**src/rtl/cmplx_pkg.sv**
```systemverilog
// Shared types and constants for the complex multiplier datapath and its users.
// Pipeline latency is exported so alignment logic downstream can match it.
package cmplx_pkg;

    localparam int CMPLX_W      = 16;
    localparam int PIPE_LATENCY = 3;

    typedef struct packed {
        logic signed [CMPLX_W-1:0] re;
        logic signed [CMPLX_W-1:0] im;
    } cmplx_t;

    // Half an output LSB, expressed at product scale; zero when there are no fractional bits.
    function automatic logic [63:0] rnd_offset(input int frac);
        if (frac <= 0) begin
            return 64'd0;
        end
        return 64'd1 << (frac - 1);
    endfunction

endpackage

```
**src/rtl/cmplx_mult_pipe_if.sv**
```systemverilog
// Streaming handshake bundle for cmplx_mult_pipe: operand input side and result output side.
// The slave modport is the multiplier's view; master is the surrounding datapath's view.
interface cmplx_mult_pipe_if #(
    parameter int DATA_WIDTH   = 16,
    parameter int OUTPUT_WIDTH = DATA_WIDTH
) ();

    logic                           in_valid;
    logic                           in_ready;
    logic                           in_conj;
    logic signed [DATA_WIDTH-1:0]   real_a;
    logic signed [DATA_WIDTH-1:0]   imag_a;
    logic signed [DATA_WIDTH-1:0]   real_b;
    logic signed [DATA_WIDTH-1:0]   imag_b;
    logic                           out_valid;
    logic                           out_ready;
    logic signed [OUTPUT_WIDTH-1:0] real_result;
    logic signed [OUTPUT_WIDTH-1:0] imag_result;
    logic                           out_sat;

    modport slave (
        input  in_valid, in_conj, real_a, imag_a, real_b, imag_b, out_ready,
        output in_ready, out_valid, real_result, imag_result, out_sat
    );

    modport master (
        output in_valid, in_conj, real_a, imag_a, real_b, imag_b, out_ready,
        input  in_ready, out_valid, real_result, imag_result, out_sat
    );

endinterface

```
**src/rtl/cmplx_round_sat.sv**
```systemverilog
// Combinational round-half-up, arithmetic shift and clip of one component sum.
// CMPLX_MULT_SAT_EN selects clipping; without it the shifted value wraps and o_clip is 0.
module cmplx_round_sat
    import cmplx_pkg::*;
#(
    parameter int DATA_WIDTH   = 16,
    parameter int DATA_WIDTH_F = 14,
    parameter int OUTPUT_WIDTH = DATA_WIDTH
) (
    input  logic signed [2*DATA_WIDTH:0]   i_sum,
    output logic signed [OUTPUT_WIDTH-1:0] o_val,
    output logic                           o_clip
);

    // One guard bit above the sum keeps the rounding add from overflowing.
    localparam int SW = 2 * DATA_WIDTH + 2;

    logic signed [SW-1:0] w_ext;
    logic signed [SW-1:0] w_rnd;
    logic signed [SW-1:0] w_shr;

    always_comb begin
        w_ext = {i_sum[2*DATA_WIDTH], i_sum};
        w_rnd = w_ext + SW'(rnd_offset(DATA_WIDTH_F));
        w_shr = w_rnd >>> DATA_WIDTH_F;
    end

`ifdef CMPLX_MULT_SAT_EN
    logic w_fits;

    // The value fits when every bit from the output sign bit upward agrees.
    always_comb begin
        w_fits = (&w_shr[SW-1:OUTPUT_WIDTH-1]) || !(|w_shr[SW-1:OUTPUT_WIDTH-1]);
        o_clip = !w_fits;
        if (w_fits) begin
            o_val = w_shr[OUTPUT_WIDTH-1:0];
        end else if (w_shr[SW-1]) begin
            o_val = {1'b1, {(OUTPUT_WIDTH-1){1'b0}}};
        end else begin
            o_val = {1'b0, {(OUTPUT_WIDTH-1){1'b1}}};
        end
    end
`else
    always_comb begin
        o_val  = OUTPUT_WIDTH'(w_shr);
        o_clip = 1'b0;
    end
`endif

endmodule

```
**src/rtl/cmplx_mult_pipe.sv**
```systemverilog
// Three-stage pipelined complex multiplier A*B or A*conj(B) with valid/ready backpressure.
// Define CMPLX_MULT_SAT_EN for saturating output with out_sat/ovf_sticky; otherwise results wrap.
module cmplx_mult_pipe
    import cmplx_pkg::*;
#(
    parameter int DATA_WIDTH   = 16,
    parameter int DATA_WIDTH_F = 14,
    parameter int OUTPUT_WIDTH = DATA_WIDTH
) (
    input  logic                 clk,
    input  logic                 rst_n,
    input  logic                 clr_ovf,
    output logic                 ovf_sticky,
    cmplx_mult_pipe_if.slave     bus
);

    localparam int PW = 2 * DATA_WIDTH;
    localparam int SW = 2 * DATA_WIDTH + 1;

    logic w_advance;

    logic                         r_vld_p0;
    logic                         r_conj_p0;
    logic signed [DATA_WIDTH-1:0] r_ar_p0;
    logic signed [DATA_WIDTH-1:0] r_ai_p0;
    logic signed [DATA_WIDTH-1:0] r_br_p0;
    logic signed [DATA_WIDTH-1:0] r_bi_p0;

    logic                 r_vld_p1;
    logic                 r_conj_p1;
    logic signed [PW-1:0] r_rr_p1;
    logic signed [PW-1:0] r_ii_p1;
    logic signed [PW-1:0] r_ri_p1;
    logic signed [PW-1:0] r_ir_p1;

    logic signed [SW-1:0]           w_sum_re;
    logic signed [SW-1:0]           w_sum_im;
    logic signed [OUTPUT_WIDTH-1:0] w_re;
    logic signed [OUTPUT_WIDTH-1:0] w_im;
    logic                           w_clip_re;
    logic                           w_clip_im;

    logic                           r_vld_p2;
    logic signed [OUTPUT_WIDTH-1:0] r_re_p2;
    logic signed [OUTPUT_WIDTH-1:0] r_im_p2;
    logic                           r_sat_p2;

    // The whole pipe moves together; in_ready depends only on output-side state.
    assign w_advance    = !r_vld_p2 || bus.out_ready;
    assign bus.in_ready = w_advance;

    always_ff @(posedge clk or negedge rst_n) begin
        if (!rst_n) begin
            r_vld_p0 <= 1'b0;
            r_vld_p1 <= 1'b0;
            r_vld_p2 <= 1'b0;
        end else if (w_advance) begin
            r_vld_p0 <= bus.in_valid;
            r_vld_p1 <= r_vld_p0;
            r_vld_p2 <= r_vld_p1;
        end
    end

    // ---- stage p0: operand capture
    always_ff @(posedge clk) begin
        if (w_advance) begin
            r_conj_p0 <= bus.in_conj;
            r_ar_p0   <= bus.real_a;
            r_ai_p0   <= bus.imag_a;
            r_br_p0   <= bus.real_b;
            r_bi_p0   <= bus.imag_b;
        end
    end

    // ---- stage p1: four partial products
    always_ff @(posedge clk) begin
        if (w_advance) begin
            r_conj_p1 <= r_conj_p0;
            r_rr_p1   <= r_ar_p0 * r_br_p0;
            r_ii_p1   <= r_ai_p0 * r_bi_p0;
            r_ri_p1   <= r_ar_p0 * r_bi_p0;
            r_ir_p1   <= r_ai_p0 * r_br_p0;
        end
    end

    // Conjugation flips signs at the sum so a most-negative imag_b never needs negating.
    always_comb begin
        if (r_conj_p1) begin
            w_sum_re = SW'(r_rr_p1) + SW'(r_ii_p1);
            w_sum_im = SW'(r_ir_p1) - SW'(r_ri_p1);
        end else begin
            w_sum_re = SW'(r_rr_p1) - SW'(r_ii_p1);
            w_sum_im = SW'(r_ri_p1) + SW'(r_ir_p1);
        end
    end

    cmplx_round_sat #(
        .DATA_WIDTH   (DATA_WIDTH),
        .DATA_WIDTH_F (DATA_WIDTH_F),
        .OUTPUT_WIDTH (OUTPUT_WIDTH)
    ) u_rs_re (
        .i_sum  (w_sum_re),
        .o_val  (w_re),
        .o_clip (w_clip_re)
    );

    cmplx_round_sat #(
        .DATA_WIDTH   (DATA_WIDTH),
        .DATA_WIDTH_F (DATA_WIDTH_F),
        .OUTPUT_WIDTH (OUTPUT_WIDTH)
    ) u_rs_im (
        .i_sum  (w_sum_im),
        .o_val  (w_im),
        .o_clip (w_clip_im)
    );

    // ---- stage p2: output register
    always_ff @(posedge clk or negedge rst_n) begin
        if (!rst_n) begin
            r_re_p2  <= '0;
            r_im_p2  <= '0;
            r_sat_p2 <= 1'b0;
        end else if (w_advance) begin
            r_re_p2  <= w_re;
            r_im_p2  <= w_im;
            r_sat_p2 <= r_vld_p1 && (w_clip_re || w_clip_im);
        end
    end

    // A new clip takes priority over a simultaneous clear.
    always_ff @(posedge clk or negedge rst_n) begin
        if (!rst_n) begin
            ovf_sticky <= 1'b0;
        end else if (w_advance && r_vld_p1 && (w_clip_re || w_clip_im)) begin
            ovf_sticky <= 1'b1;
        end else if (clr_ovf) begin
            ovf_sticky <= 1'b0;
        end
    end

    assign bus.out_valid   = r_vld_p2;
    assign bus.real_result = r_re_p2;
    assign bus.imag_result = r_im_p2;
    assign bus.out_sat     = r_sat_p2;

endmodule

```
**src/flat_wrapper.sv**
```systemverilog
// flat-port wrapper written by rule: the top's interface ports become plain ports
module cmplx_mult_pipe_flat import cmplx_pkg::*;
#(
    parameter int DATA_WIDTH   = 16,
    parameter int DATA_WIDTH_F = 14,
    parameter int OUTPUT_WIDTH = DATA_WIDTH
)
  (clk, rst_n, clr_ovf, ovf_sticky, bus_in_valid, bus_in_conj, bus_real_a, bus_imag_a, bus_real_b, bus_imag_b, bus_out_ready, bus_in_ready, bus_out_valid, bus_real_result, bus_imag_result, bus_out_sat);
  cmplx_mult_pipe_if #(.DATA_WIDTH(DATA_WIDTH), .OUTPUT_WIDTH(OUTPUT_WIDTH)) bus_i ();
  input  logic clk;
  input  logic rst_n;
  input  logic clr_ovf;
  output logic ovf_sticky;
  input wire logic [$bits(bus_i.in_valid)-1:0] bus_in_valid;
  input wire logic [$bits(bus_i.in_conj)-1:0] bus_in_conj;
  input wire logic [$bits(bus_i.real_a)-1:0] bus_real_a;
  input wire logic [$bits(bus_i.imag_a)-1:0] bus_imag_a;
  input wire logic [$bits(bus_i.real_b)-1:0] bus_real_b;
  input wire logic [$bits(bus_i.imag_b)-1:0] bus_imag_b;
  input wire logic [$bits(bus_i.out_ready)-1:0] bus_out_ready;
  output wire logic [$bits(bus_i.in_ready)-1:0] bus_in_ready;
  output wire logic [$bits(bus_i.out_valid)-1:0] bus_out_valid;
  output wire logic [$bits(bus_i.real_result)-1:0] bus_real_result;
  output wire logic [$bits(bus_i.imag_result)-1:0] bus_imag_result;
  output wire logic [$bits(bus_i.out_sat)-1:0] bus_out_sat;
  assign bus_i.in_valid = bus_in_valid;
  assign bus_i.in_conj = bus_in_conj;
  assign bus_i.real_a = bus_real_a;
  assign bus_i.imag_a = bus_imag_a;
  assign bus_i.real_b = bus_real_b;
  assign bus_i.imag_b = bus_imag_b;
  assign bus_i.out_ready = bus_out_ready;
  assign bus_in_ready = bus_i.in_ready;
  assign bus_out_valid = bus_i.out_valid;
  assign bus_real_result = bus_i.real_result;
  assign bus_imag_result = bus_i.imag_result;
  assign bus_out_sat = bus_i.out_sat;
  cmplx_mult_pipe #(.DATA_WIDTH(DATA_WIDTH), .DATA_WIDTH_F(DATA_WIDTH_F), .OUTPUT_WIDTH(OUTPUT_WIDTH)) u_core (.clk(clk), .rst_n(rst_n), .clr_ovf(clr_ovf), .ovf_sticky(ovf_sticky), .bus(bus_i));
endmodule
```
**config.mk**
```make
export PLATFORM = sky130hd
export DESIGN_NAME = cmplx_mult_pipe_flat
export DESIGN_NICKNAME = d
export VERILOG_FILES = /design/src/rtl/cmplx_pkg.sv /design/src/rtl/cmplx_mult_pipe_if.sv /design/src/rtl/cmplx_round_sat.sv /design/src/rtl/cmplx_mult_pipe.sv /design/src/flat_wrapper.sv
export SDC_FILE = /design/constraint.sdc
export NUM_CORES = 2
export LEC_CHECK = 0
export BUFFER_PORTS_ARGS = -buffer_cell sky130_fd_sc_hd__clkbuf_2
export CAP_MARGIN = 20
export CORE_MARGIN = 4
export CORE_UTILIZATION = 48
export CTS_CLUSTER_SIZE = 25
export DETAILED_ROUTE_END_ITERATION = 12
export PLACE_DENSITY = 0.73
export RECOVER_POWER = 25
export SETUP_SLACK_MARGIN = 0.02
export SYNTH_ARGS = -nofsm -noshare
export SYNTH_HDL_FRONTEND = slang
export SYNTH_HIERARCHICAL = 1
export SYNTH_SLANG_ARGS = --single-unit
```
**constraint.sdc**
```tcl
create_clock -name clk -period 11.4 [get_ports clk]
set_input_delay 2.28 -clock clk [delete_from_list [all_inputs] [get_ports clk]]
set_output_delay 2.28 -clock clk [all_outputs]
set_load 0.005 [all_outputs]
```
==> results.py <==
metrics = {
    "synth": {
        "synth-warning-count": 6,
        "synth_cells": 5165,
        "syn-cell-area_sq_mm": 0.0492,
        "synthesis.nets": 6645,
        "avgSynthCellArea_sq_um": 9.53,
    },
    "detailed_routing": {
        "drtPass1Iterations": 5,
        "drtIter0Drc": 2448,
        "postRouteAntennaNets": 0,
        "viasPerCell": 5.27,
        "remaining_drc_errors": 0,
        "drt-total-wl_microns": 119000,
        "vias": 34600,
        "wire_per_inst_microns": 18.2,
    },
    "job": {
        "drv_cap": 3,
    },
    "sta": {
        "post-route-period-util_pct": 70.8,
        "maxSlewViolCount": 101,
        "worstMarginPinSlew_ns": 2.30,
        "fmax_mhz": 124,
        "skew_ns": 0.0259,
        "post-route-min-period_ns": 8.07,
        "max_slew_margin_pct": -53.1,
        "fin_tns_setup_ns": 0,
        "finalHoldViolCount": 0,
        "finalSetupViolCount": 0,
        "rsz0062_at_grt": "false",
    },
    "final_layout": {
        "layout-drive-gt1-share_pct": 4.76,
        "syn_to_final_growth_pct": 6.30,
        "antenna_cells": 0,
        "layout.nets": 6643,
    },
    "global_route": {
        "grt_pass1_wl_microns": 196000,
        "grt_max_degree": 70,
        "global_route.overflow_total": 0,
        "antenna_found_initial": 0,
        "grt_pass1_vias": 36700,
        "grtUsageTotal_pct": 23.0,
    },
    "clock_tree": {
        "htreeDepth": 2,
        "cts_tree": "yes",
        "post_cts_resized": 0,
        "hold_buffers": 0,
        "clkTransAtPathRegs_ns": 0.06,
        "worstSkewPairLatency_ns": 0.58,
        "root_buffer": "clkbuf_16",
        "cts_setup_buffers": 0,
        "clk_path_buf_depth": 3,
        "cts_sinks": 223,
        "cts_buffers": 34,
    },
    "floorplan": {
        "fp.dieW_microns": 328,
        "die-area_sq_mm": 0.108,
        "die_h_microns": 328,
        "initial_core_util_pct": 48.4,
        "core_sq_mm": 0.102,
        "pin_count": 106,
        "rows": 117,
    },
    "placement": {
        "dpl.hpwl_microns": 91200,
        "gp_congestion": 0.897,
        "port_buffers": 105,
    },
    "setup_path": {
        "crit_fanout": 32,
        "cp-start-kind": "flip-flop",
        "cp.arrival_ns": 8.39,
        "worstSetupEndpointType": "flip-flop",
        "path_class": "flip-flop to flip-flop",
        "cp.required_ns": 11.72,
    },
    "status": {
        "violations": "capacitance limit, slew limit",
        "run_status": "finished, violations left",
    },
    "worst_hold_path": {
        "hold_path_class": "flip-flop to flip-flop",
    },
}
[through the flow]
stage                     utilization (%)  hold WS (ns)  cell area (sq um)  std cells  worst slack [ns]
after global routing                 51.4         0.440              52300       6557              3.23
after CTS                            51.5         0.434              52400       6556              4.34
final                                51.4         0.437              52300       6557              3.33
after detailed placement             50.3         0.407              51200       6494              4.40
after floorplan                         -         0.400              49200       5165              1.25
after global placement               50.3         0.406              51200       6494              4.54
[flip-flops by register name, summed over array words and instances, names as in the netlist]
signal,count
u_core/r_conj_p0,1
u_core/r_ar_p0,16
u_core/r_bi_p0,16
u_core/ovf_sticky,1
u_core/r_vld_p1,1
u_core/r_conj_p1,1
u_core/r_ri_p1,30
u_core/bus.real_result,16
u_core/r_ir_p1,30
u_core/r_vld_p0,1
u_core/r_br_p0,16
u_core/r_rr_p1,30
u_core/r_ai_p0,16
u_core/r_ii_p1,30
u_core/bus.out_valid,1
u_core/bus.imag_result,16
u_core/bus.out_sat,1
[per-layer routing]
layer / GRT usage, % / vias up / wire [microns] / share of wire [%]
li1: - / 15500 / - / -
met3: 3.51 / 218 / 9120 / 7.7
met1: 31.8 / 17600 / 49700 / 42
met2: 37.3 / 1297 / 55600 / 47
met5: 0 / - / 0 / 0
met4: 7.65 / 0 / 4640 / 3.9
[layout by cell type, fill, tap and decap left out, types with 40 or more instances in the layout]
master,instances
nor3_1,40
xnor2_1,127
buf_4,67
nor2_1,173
a21oi_1,135
ha_1,384
a21o_1,60
nand2_1,640
edfxtp_1,186
o21ai_0,74
xor2_1,86
fa_1,1026
clkbuf_2,82
and2_1,486
inv_1,1161
[worst paths after layout]
check	startpoint	cells past startpoint	slack, ns	to
worst max-delay path	u_core/r_ai_p0[0]$_DFFE_PN_	20	3.33	u_core/r_ii_p1[24]$_DFFE_PN_
max in group asynchronous	rst_n	2	7.83	u_core/bus.real_result[10]$_DFFE_PN0N_
worst min-delay path	u_core/r_conj_p0$_DFFE_PN_	0	0.44	u_core/r_conj_p1$_DFFE_PN_
worst min register to register	u_core/r_conj_p0$_DFFE_PN_	0	0.44	u_core/r_conj_p1$_DFFE_PN_
min in group asynchronous	rst_n	1	1.52	u_core/bus.imag_result[3]$_DFFE_PN0N_
worst max register to register	u_core/r_ai_p0[0]$_DFFE_PN_	20	3.33	u_core/r_ii_p1[24]$_DFFE_PN_
[critical path, cell delays in order (launching register included)]
cell and delay [ns]:
edfxtp_1 0.32, clkbuf_1 1.62, nand2b_1 0.38, fa_1 0.48
fa_1 0.50, inv_1 0.05, fa_1 0.50, fa_1 0.43
fa_1 0.49, inv_1 0.05, fa_1 0.47, inv_1 0.04
ha_1 0.34, nand3_1 0.16, or2_2 0.35, nor4_1 0.75
o2111ai_1 0.27, a31oi_1 0.29, o21a_1 0.14, nor2_1 0.04
xnor2_1 0.12
[layout make-up]
cell class	instances	area, sq um
Inverter	1162	4370
Clock buffer	46	1010
Sequential cell	223	6510
Fill cell	9236	49400
Clock inverter	16	163
Tap cell	1368	1710
Timing Repair Buffer	175	1010
Multi-Input combinational cell	3567	37600
Power is left out: the tool's default activity adds up to more than one toggle a clock period on the data nets, which glitch-free logic cannot reach.
